==> src/rtl/oreg_arbiter_pkg.sv <==
// oreg_pkg: shared widths, device indices and command-buffer entry type for the oreg bus
package oreg_pkg;
  localparam int INST_W = 12;
  localparam int WEN_W = 8;
  localparam int DEV_ALU = 0;
  localparam int DEV_ROTARY = 1;
  localparam int DEV_LEDBANK = 2;
  localparam int DEV_VGA = 3;
  typedef struct packed {
    logic [INST_W-1:0] inst;
    logic [WEN_W-1:0] wen;
    logic lock;
  } oreg_cmd_t;
  function automatic logic multi_hot(input logic [WEN_W-1:0] w);
    return (w & (w - WEN_W'(1))) != '0;
  endfunction
endpackage

==> src/rtl/oreg_arbiter_if.sv <==
// oreg_arbiter_if: requester command/ready bus plus the registered peripheral output bus
interface oreg_arbiter_if #(parameter int NREQ = 2);
  import oreg_pkg::*;
  logic [NREQ*INST_W-1:0] req_inst;
  logic [NREQ*WEN_W-1:0] req_wen;
  logic [NREQ-1:0] req_lock;
  logic [NREQ-1:0] req_ready;
  logic [INST_W-1:0] oreg;
  logic [WEN_W-1:0] oreg_wen;
  modport master (output req_inst, req_wen, req_lock, input req_ready, oreg, oreg_wen);
  modport slave (input req_inst, req_wen, req_lock, output req_ready, oreg, oreg_wen);
endinterface

==> src/rtl/oreg_arbiter_rr_pick.sv <==
// rr_pick: combinational round-robin picker searching upward from last_grant+1
module rr_pick #(
  parameter int NREQ = 2,
  localparam int IW = $clog2(NREQ)
) (
  input  logic [NREQ-1:0] i_req,
  input  logic [IW-1:0]   i_last,
  output logic [NREQ-1:0] o_gnt,
  output logic [IW-1:0]   o_idx
);
  int w_j;
  // Scan farthest-first so the nearest match after i_last is the one left standing
  always_comb begin
    o_gnt = '0;
    o_idx = '0;
    w_j = 0;
    for (int i = NREQ; i >= 1; i--) begin
      w_j = int'(i_last) + i;
      w_j = w_j >= NREQ ? w_j - NREQ : w_j;
      if (i_req[w_j]) begin
        o_gnt = '0;
        o_gnt[w_j] = 1'b1;
        o_idx = IW'(w_j);
      end
    end
  end
endmodule

==> src/rtl/oreg_arbiter.sv <==
// oreg_arbiter: per-requester command buffers, round-robin with burst lock onto a registered oreg bus
module oreg_arbiter
  import oreg_pkg::*;
#(
  parameter int NREQ = 2,
  parameter int LOCK_TIMEOUT = 15,
  localparam int IW = $clog2(NREQ)
) (
  input  logic clock,
  input  logic reset,
  oreg_arbiter_if.slave bus,
  output logic lock_timeout,
  output logic err_multihot
);
  oreg_cmd_t r_buf [NREQ];
  oreg_cmd_t w_cmd [NREQ];
  oreg_cmd_t w_sel;
  logic [NREQ-1:0] r_full, w_elig, w_gnt, w_ready, w_acc, w_mh;
  logic [IW-1:0] r_last, r_owner, w_idx;
  logic [7:0] r_cnt;
  logic [INST_W-1:0] r_oreg;
  logic [WEN_W-1:0] r_oreg_wen;
  logic r_lock, r_to, r_err, w_any, w_to;
  for (genvar k = 0; k < NREQ; k++) begin : g_req
    assign w_cmd[k] = '{inst: bus.req_inst[k*INST_W +: INST_W], wen: bus.req_wen[k*WEN_W +: WEN_W], lock: bus.req_lock[k]};
    assign w_acc[k] = (|w_cmd[k].wen) & w_ready[k];
    assign w_mh[k] = multi_hot(w_cmd[k].wen);
  end
  // While locked only the owner competes; everyone else simply stays full and not-ready
  assign w_elig = r_lock ? (r_full & (NREQ'(1) << r_owner)) : r_full;
  rr_pick #(.NREQ(NREQ)) u_pick (.i_req(w_elig), .i_last(r_last), .o_gnt(w_gnt), .o_idx(w_idx));
  assign w_any = |w_gnt;
  assign w_sel = r_buf[w_idx];
  assign w_ready = ~r_full | w_gnt;
  assign w_to = r_lock && !r_full[r_owner] && r_cnt == 8'(LOCK_TIMEOUT - 1);
  always_ff @(posedge clock) begin
    if (reset) begin
      r_full <= '0;
      r_last <= IW'(NREQ - 1);
      r_owner <= '0;
      r_lock <= 1'b0;
      r_cnt <= '0;
      r_oreg <= '0;
      r_oreg_wen <= '0;
      r_to <= 1'b0;
      r_err <= 1'b0;
    end else begin
      for (int i = 0; i < NREQ; i++) begin
        if (w_acc[i]) begin
          r_buf[i] <= w_cmd[i];
          r_full[i] <= 1'b1;
        end else if (w_gnt[i]) r_full[i] <= 1'b0;
      end
      r_oreg_wen <= w_any ? w_sel.wen : '0;
      if (w_any) begin
        r_oreg <= w_sel.inst;
        r_last <= w_idx;
      end
      if (w_any && w_sel.lock) begin
        r_lock <= 1'b1;
        r_owner <= w_idx;
      end else if (w_any || w_to) r_lock <= 1'b0;
      r_cnt <= (r_lock && !w_any && !w_to) ? r_cnt + 8'd1 : 8'd0;
      r_to <= w_to;
      r_err <= r_err | (|(w_acc & w_mh));
    end
  end
  assign bus.req_ready = w_ready;
  assign bus.oreg = r_oreg;
  assign bus.oreg_wen = r_oreg_wen;
  assign lock_timeout = r_to;
  assign err_multihot = r_err;
endmodule

==> src/flat_wrapper.sv <==
// flat-port wrapper written by rule: the top's interface ports become plain ports
module oreg_arbiter_flat import oreg_pkg::*;
#(
  parameter int NREQ = 2,
  parameter int LOCK_TIMEOUT = 15,
  localparam int IW = $clog2(NREQ)
)
  (clock, reset, lock_timeout, err_multihot, bus_req_inst, bus_req_wen, bus_req_lock, bus_req_ready, bus_oreg, bus_oreg_wen);
  oreg_arbiter_if #(.NREQ(NREQ)) bus_i ();
  input  logic clock;
  input  logic reset;
  output logic lock_timeout;
  output logic err_multihot;
  input wire logic [$bits(bus_i.req_inst)-1:0] bus_req_inst;
  input wire logic [$bits(bus_i.req_wen)-1:0] bus_req_wen;
  input wire logic [$bits(bus_i.req_lock)-1:0] bus_req_lock;
  output wire logic [$bits(bus_i.req_ready)-1:0] bus_req_ready;
  output wire logic [$bits(bus_i.oreg)-1:0] bus_oreg;
  output wire logic [$bits(bus_i.oreg_wen)-1:0] bus_oreg_wen;
  assign bus_i.req_inst = bus_req_inst;
  assign bus_i.req_wen = bus_req_wen;
  assign bus_i.req_lock = bus_req_lock;
  assign bus_req_ready = bus_i.req_ready;
  assign bus_oreg = bus_i.oreg;
  assign bus_oreg_wen = bus_i.oreg_wen;
  oreg_arbiter #(.NREQ(NREQ), .LOCK_TIMEOUT(LOCK_TIMEOUT)) u_core (.clock(clock), .reset(reset), .bus(bus_i), .lock_timeout(lock_timeout), .err_multihot(err_multihot));
endmodule
==> config.mk <==
export PLATFORM = sky130hd
export DESIGN_NAME = oreg_arbiter_flat
export DESIGN_NICKNAME = d
export VERILOG_FILES = /design/src/rtl/oreg_arbiter_pkg.sv /design/src/rtl/oreg_arbiter_if.sv /design/src/rtl/oreg_arbiter_rr_pick.sv /design/src/rtl/oreg_arbiter.sv /design/src/flat_wrapper.sv
export SDC_FILE = /design/constraint.sdc
export NUM_CORES = 1
export LEC_CHECK = 0
export CAP_MARGIN = 0
export CORE_MARGIN = 2
export CORE_UTILIZATION = 53
export DETAILED_ROUTE_END_ITERATION = 7
export PLACE_DENSITY = 0.84
export SYNTH_ARGS = -nofsm -noshare
export SYNTH_HDL_FRONTEND = slang
export SYNTH_SLANG_ARGS = --single-unit
export TNS_END_PERCENT = 5
==> constraint.sdc <==
create_clock -name clock -period 5 [get_ports clock]
set_clock_uncertainty 0.2 [all_clocks]
set_input_delay 0.75 -clock clock [delete_from_list [all_inputs] [get_ports clock]]
set_output_delay 0.75 -clock clock [all_outputs]
set_load 0.01 [all_outputs]
==> impl_metrics.json <==
{
  "leakagePower_nw": 1.42,
  "grt_pass1_vias": 1920,
  "power_density_mw_per_mm2": 363,
  "drv_cap": 0,
  "vias": 1936,
  "synth_top_area_cell": "edfxtp_1",
  "slowest_delay_ns": 0.65,
  "grt_overflow_total": 0,
  "ant_nets": 0,
  "clkLatencyLatePin_ns": 0.35,
  "worstSetupStartpointType": "flip-flop",
  "async_flop_share_pct": 0,
  "post-route-drc-count": 0,
  "drive_gt1_share_pct": 6.14,
  "routabilityCongestion": 0.764,
  "multi_input_area_um2": 846,
  "dpl.hpwl_um": 3810,
  "startpoint": "u_core.r_lock$_SDFFE_PP0P_",
  "clk_pin_slew_ns": 0.08,
  "whs_ns": 0.285,
  "ir_drop_v": 0.000191,
  "fin_util_pct": 73.0,
  "cts.repair.resized": 0,
  "synth_cell_type_count": 41,
  "cp_cell_sequence": "and2_1, o21ai_0, clkdlybuf4s50_1",
  "grt_max_degree": 28,
  "finalWirelength_um": 5670,
  "diodes": 0,
  "reg2reg_from": "u_core.r_lock$_SDFFE_PP0P_",
  "fin_area_mm2": 0.00377,
  "setup_viol": 0,
  "synth_warnings": 0,
  "finalSetupTns_ns": 0,
  "synthCells": 218,
  "first_pass_iters": 4,
  "die_w_um": 77.6,
  "final_hold_viol_count": 0,
  "cts_sinks": 77,
  "synth_area_mm2": 0.00287,
  "synth_edf_count": 42,
  "worstMarginPinSlew_ns": 1.13,
  "clock_tree.root_cell": "clkbuf_8",
  "drt_iter0_drc": 212,
  "numCtsBuffers": 9,
  "yosysSeqAreaShare_pct": 68.3,
  "syn_to_final_growth_pct": 31.4,
  "fin_nets": 334,
  "nFillCells": 357,
  "htreeDepth": 3,
  "min_path_type": "reg2reg",
  "cts_hold_buf": 0,
  "fmax_mhz": 332,
  "clockBufferDepth": 2,
  "crit_path_max_fanout": 8,
  "grt_setup_unrepaired": "no",
  "arrival_ns": 2.06,
  "regArea_mm2": 0.00196,
  "dpl_cell_area_mm2": 0.00358,
  "start_util_pct": 55.5,
  "cts_setup_buffers": 0,
  "rows": 26,
  "cts_tree": "done",
  "required_ns": 4.05,
  "dp_cells": 347,
  "ys_top_cells_by_area": "edfxtp_1 44%, dfxtp_1 24%, mux2i_1 7.3%, a21oi_1 3.3%, o21ai_0 2.8%",
  "finalCritPeriodShare_pct": 60.2,
  "viasPerCell": 5.33,
  "fin_crit_ns": 3.01,
  "die_y_um": 77.6,
  "io_buffers": 67,
  "synthFlopType": "edfxtp_1",
  "status": "finished, final reports clean",
  "synth_top_area_share_pct": 43.9,
  "slew_headroom_pct": 24.5,
  "track_usage_pct": 20.2,
  "routedWlPerCell_um": 15.6,
  "critPathKind": "reg2out",
  "synth_fp_nets": 264,
  "antenna_found_initial": 0,
  "maxSlewViolCount": 0,
  "synth.avg_cell_area_um2": 13.2,
  "yosys_register_bits": 77,
  "ios": 68,
  "die-area_mm2": 0.00602,
  "grt_pass1_wl_um": 9170,
  "final_cells": 363,
  "hp-start": "u_core.r_cnt[0]$_SDFF_PP0_",
  "core_mm2": 0.00517,
  "slowest_stage": "clkdlybuf4s50_1",
  "end_kind": "output pin"
}
synth_stat cells (2+ instances only):
cell        n
edfxtp_1   42
dfxtp_1    35
mux2i_1    21
nor2_1     21
a21oi_1    19
o21ai_0    16
nand2_1     6
xor2_1      5
inv_1       4
nand4_1     4
nor3_1      4
buf_2       3
a2111oi_0   2
a211oi_1    2
a31oi_1     2
and2_1      2
and3_1      2
buf_6       2
clkbuf_1    2
ha_1        2
nor4_1      2
metal layers:
layer  track usage (%)  part of all wire [%]  routed length [um]  vias to the layer above
met5                 0                     0                   0                        -
met4              7.68                   1.0                  57                        0
met3              6.51                   6.0                 340                        4
met2              32.1                    49                2790                       69
met1              25.9                    44                2490                      908
li1                  -                     -                   -                      955
sequential cells by signal, indices dropped and copies added (netlist names):
name                 flops
u_core.err_multihot      1
u_core.r_owner           1
u_core.r_lock            1
u_core.bus.oreg_wen      8
u_core.r_last            1
u_core.bus.oreg         12
u_core.r_full            2
u_core.lock_timeout      1
u_core.r_cnt             8
u_core.r_buf            42
worst paths after layout:
kind | cells past startpoint | to | slack (ns)
worst max register to register | 4 | u_core.r_buf[0][16]$_DFFE_PP_ | 2.33
worst min register to register | 1 | u_core.r_cnt[0]$_SDFF_PP0_ | 0.28
worst min-delay path | 1 | u_core.r_cnt[0]$_SDFF_PP0_ | 0.28
worst max-delay path | 3 | bus_req_ready[0] | 1.99
power breakdown:
group | switching [mW] | internal (mW) | total, mW | leakage [nW]
sequential | 0.0216 | 0.719 | 0.741 | 0.695
combinational | 0.0860 | 0.0958 | 0.182 | 0.621
clock | 0.223 | 0.223 | 0.446 | 0.101
cells in the final DEF (no fill, tap or decap), drive strengths merged, types with 2 or more instances in the layout:
master and count:
nor2 21, nor3 4, a211oi 2, nand2 6, xor2 5, inv 6, and2 2, ha 2
mux2i 21, a2111oi 2, nand4 4, a21oi 19, clkbuf 11, clkdlybuf4s50 67, a31oi 2, edfxtp 42
and3 2, dfxtp 35, nor4 2, o311ai 2, o21ai 17, clkinv 2
logic make-up (layout without fill, tap and decap cells):
kind of cell | count (synthesis) | after routing | synth area share [%]
adders and majority gates | 3 | 3 | 1.22
muxes | 21 | 21 | 7.32
and+or+nand+nor | 51 | 51 | 9.41
AOI/OAI and AO/OA | 48 | 48 | 9.58
xor gates and xnor gates | 6 | 6 | 1.83
buffers and inverters | 12 | 87 | 2.35
DFF | 77 | 77 | 68.3
critical path, delay by kind of cell, from the launching register on:
kind	cells	cell delay, ns
compound gates	1	0.50
buf+inv	1	0.65
flops	1	0.37
simple gates	1	0.19
cell type report:
type	instances	share of cell area (%)
clock inverters	5	0.796
multi-input cells	129	22.4
flip-flops and latches	77	52.0
repair buffers	67	17.8
well taps	70	2.32
inverters	4	0.398
clock buffers	11	4.31
stage by stage:
step                setup slack [ns]  power, mW
detailed placement              1.67      0.937
global placement                1.77      0.931
global route                    1.89       1.43
floorplan                       2.40      0.841
finish                          1.99       1.37
CTS                             2.03       1.38
Note: power is estimated with default switching activity, not from simulation.
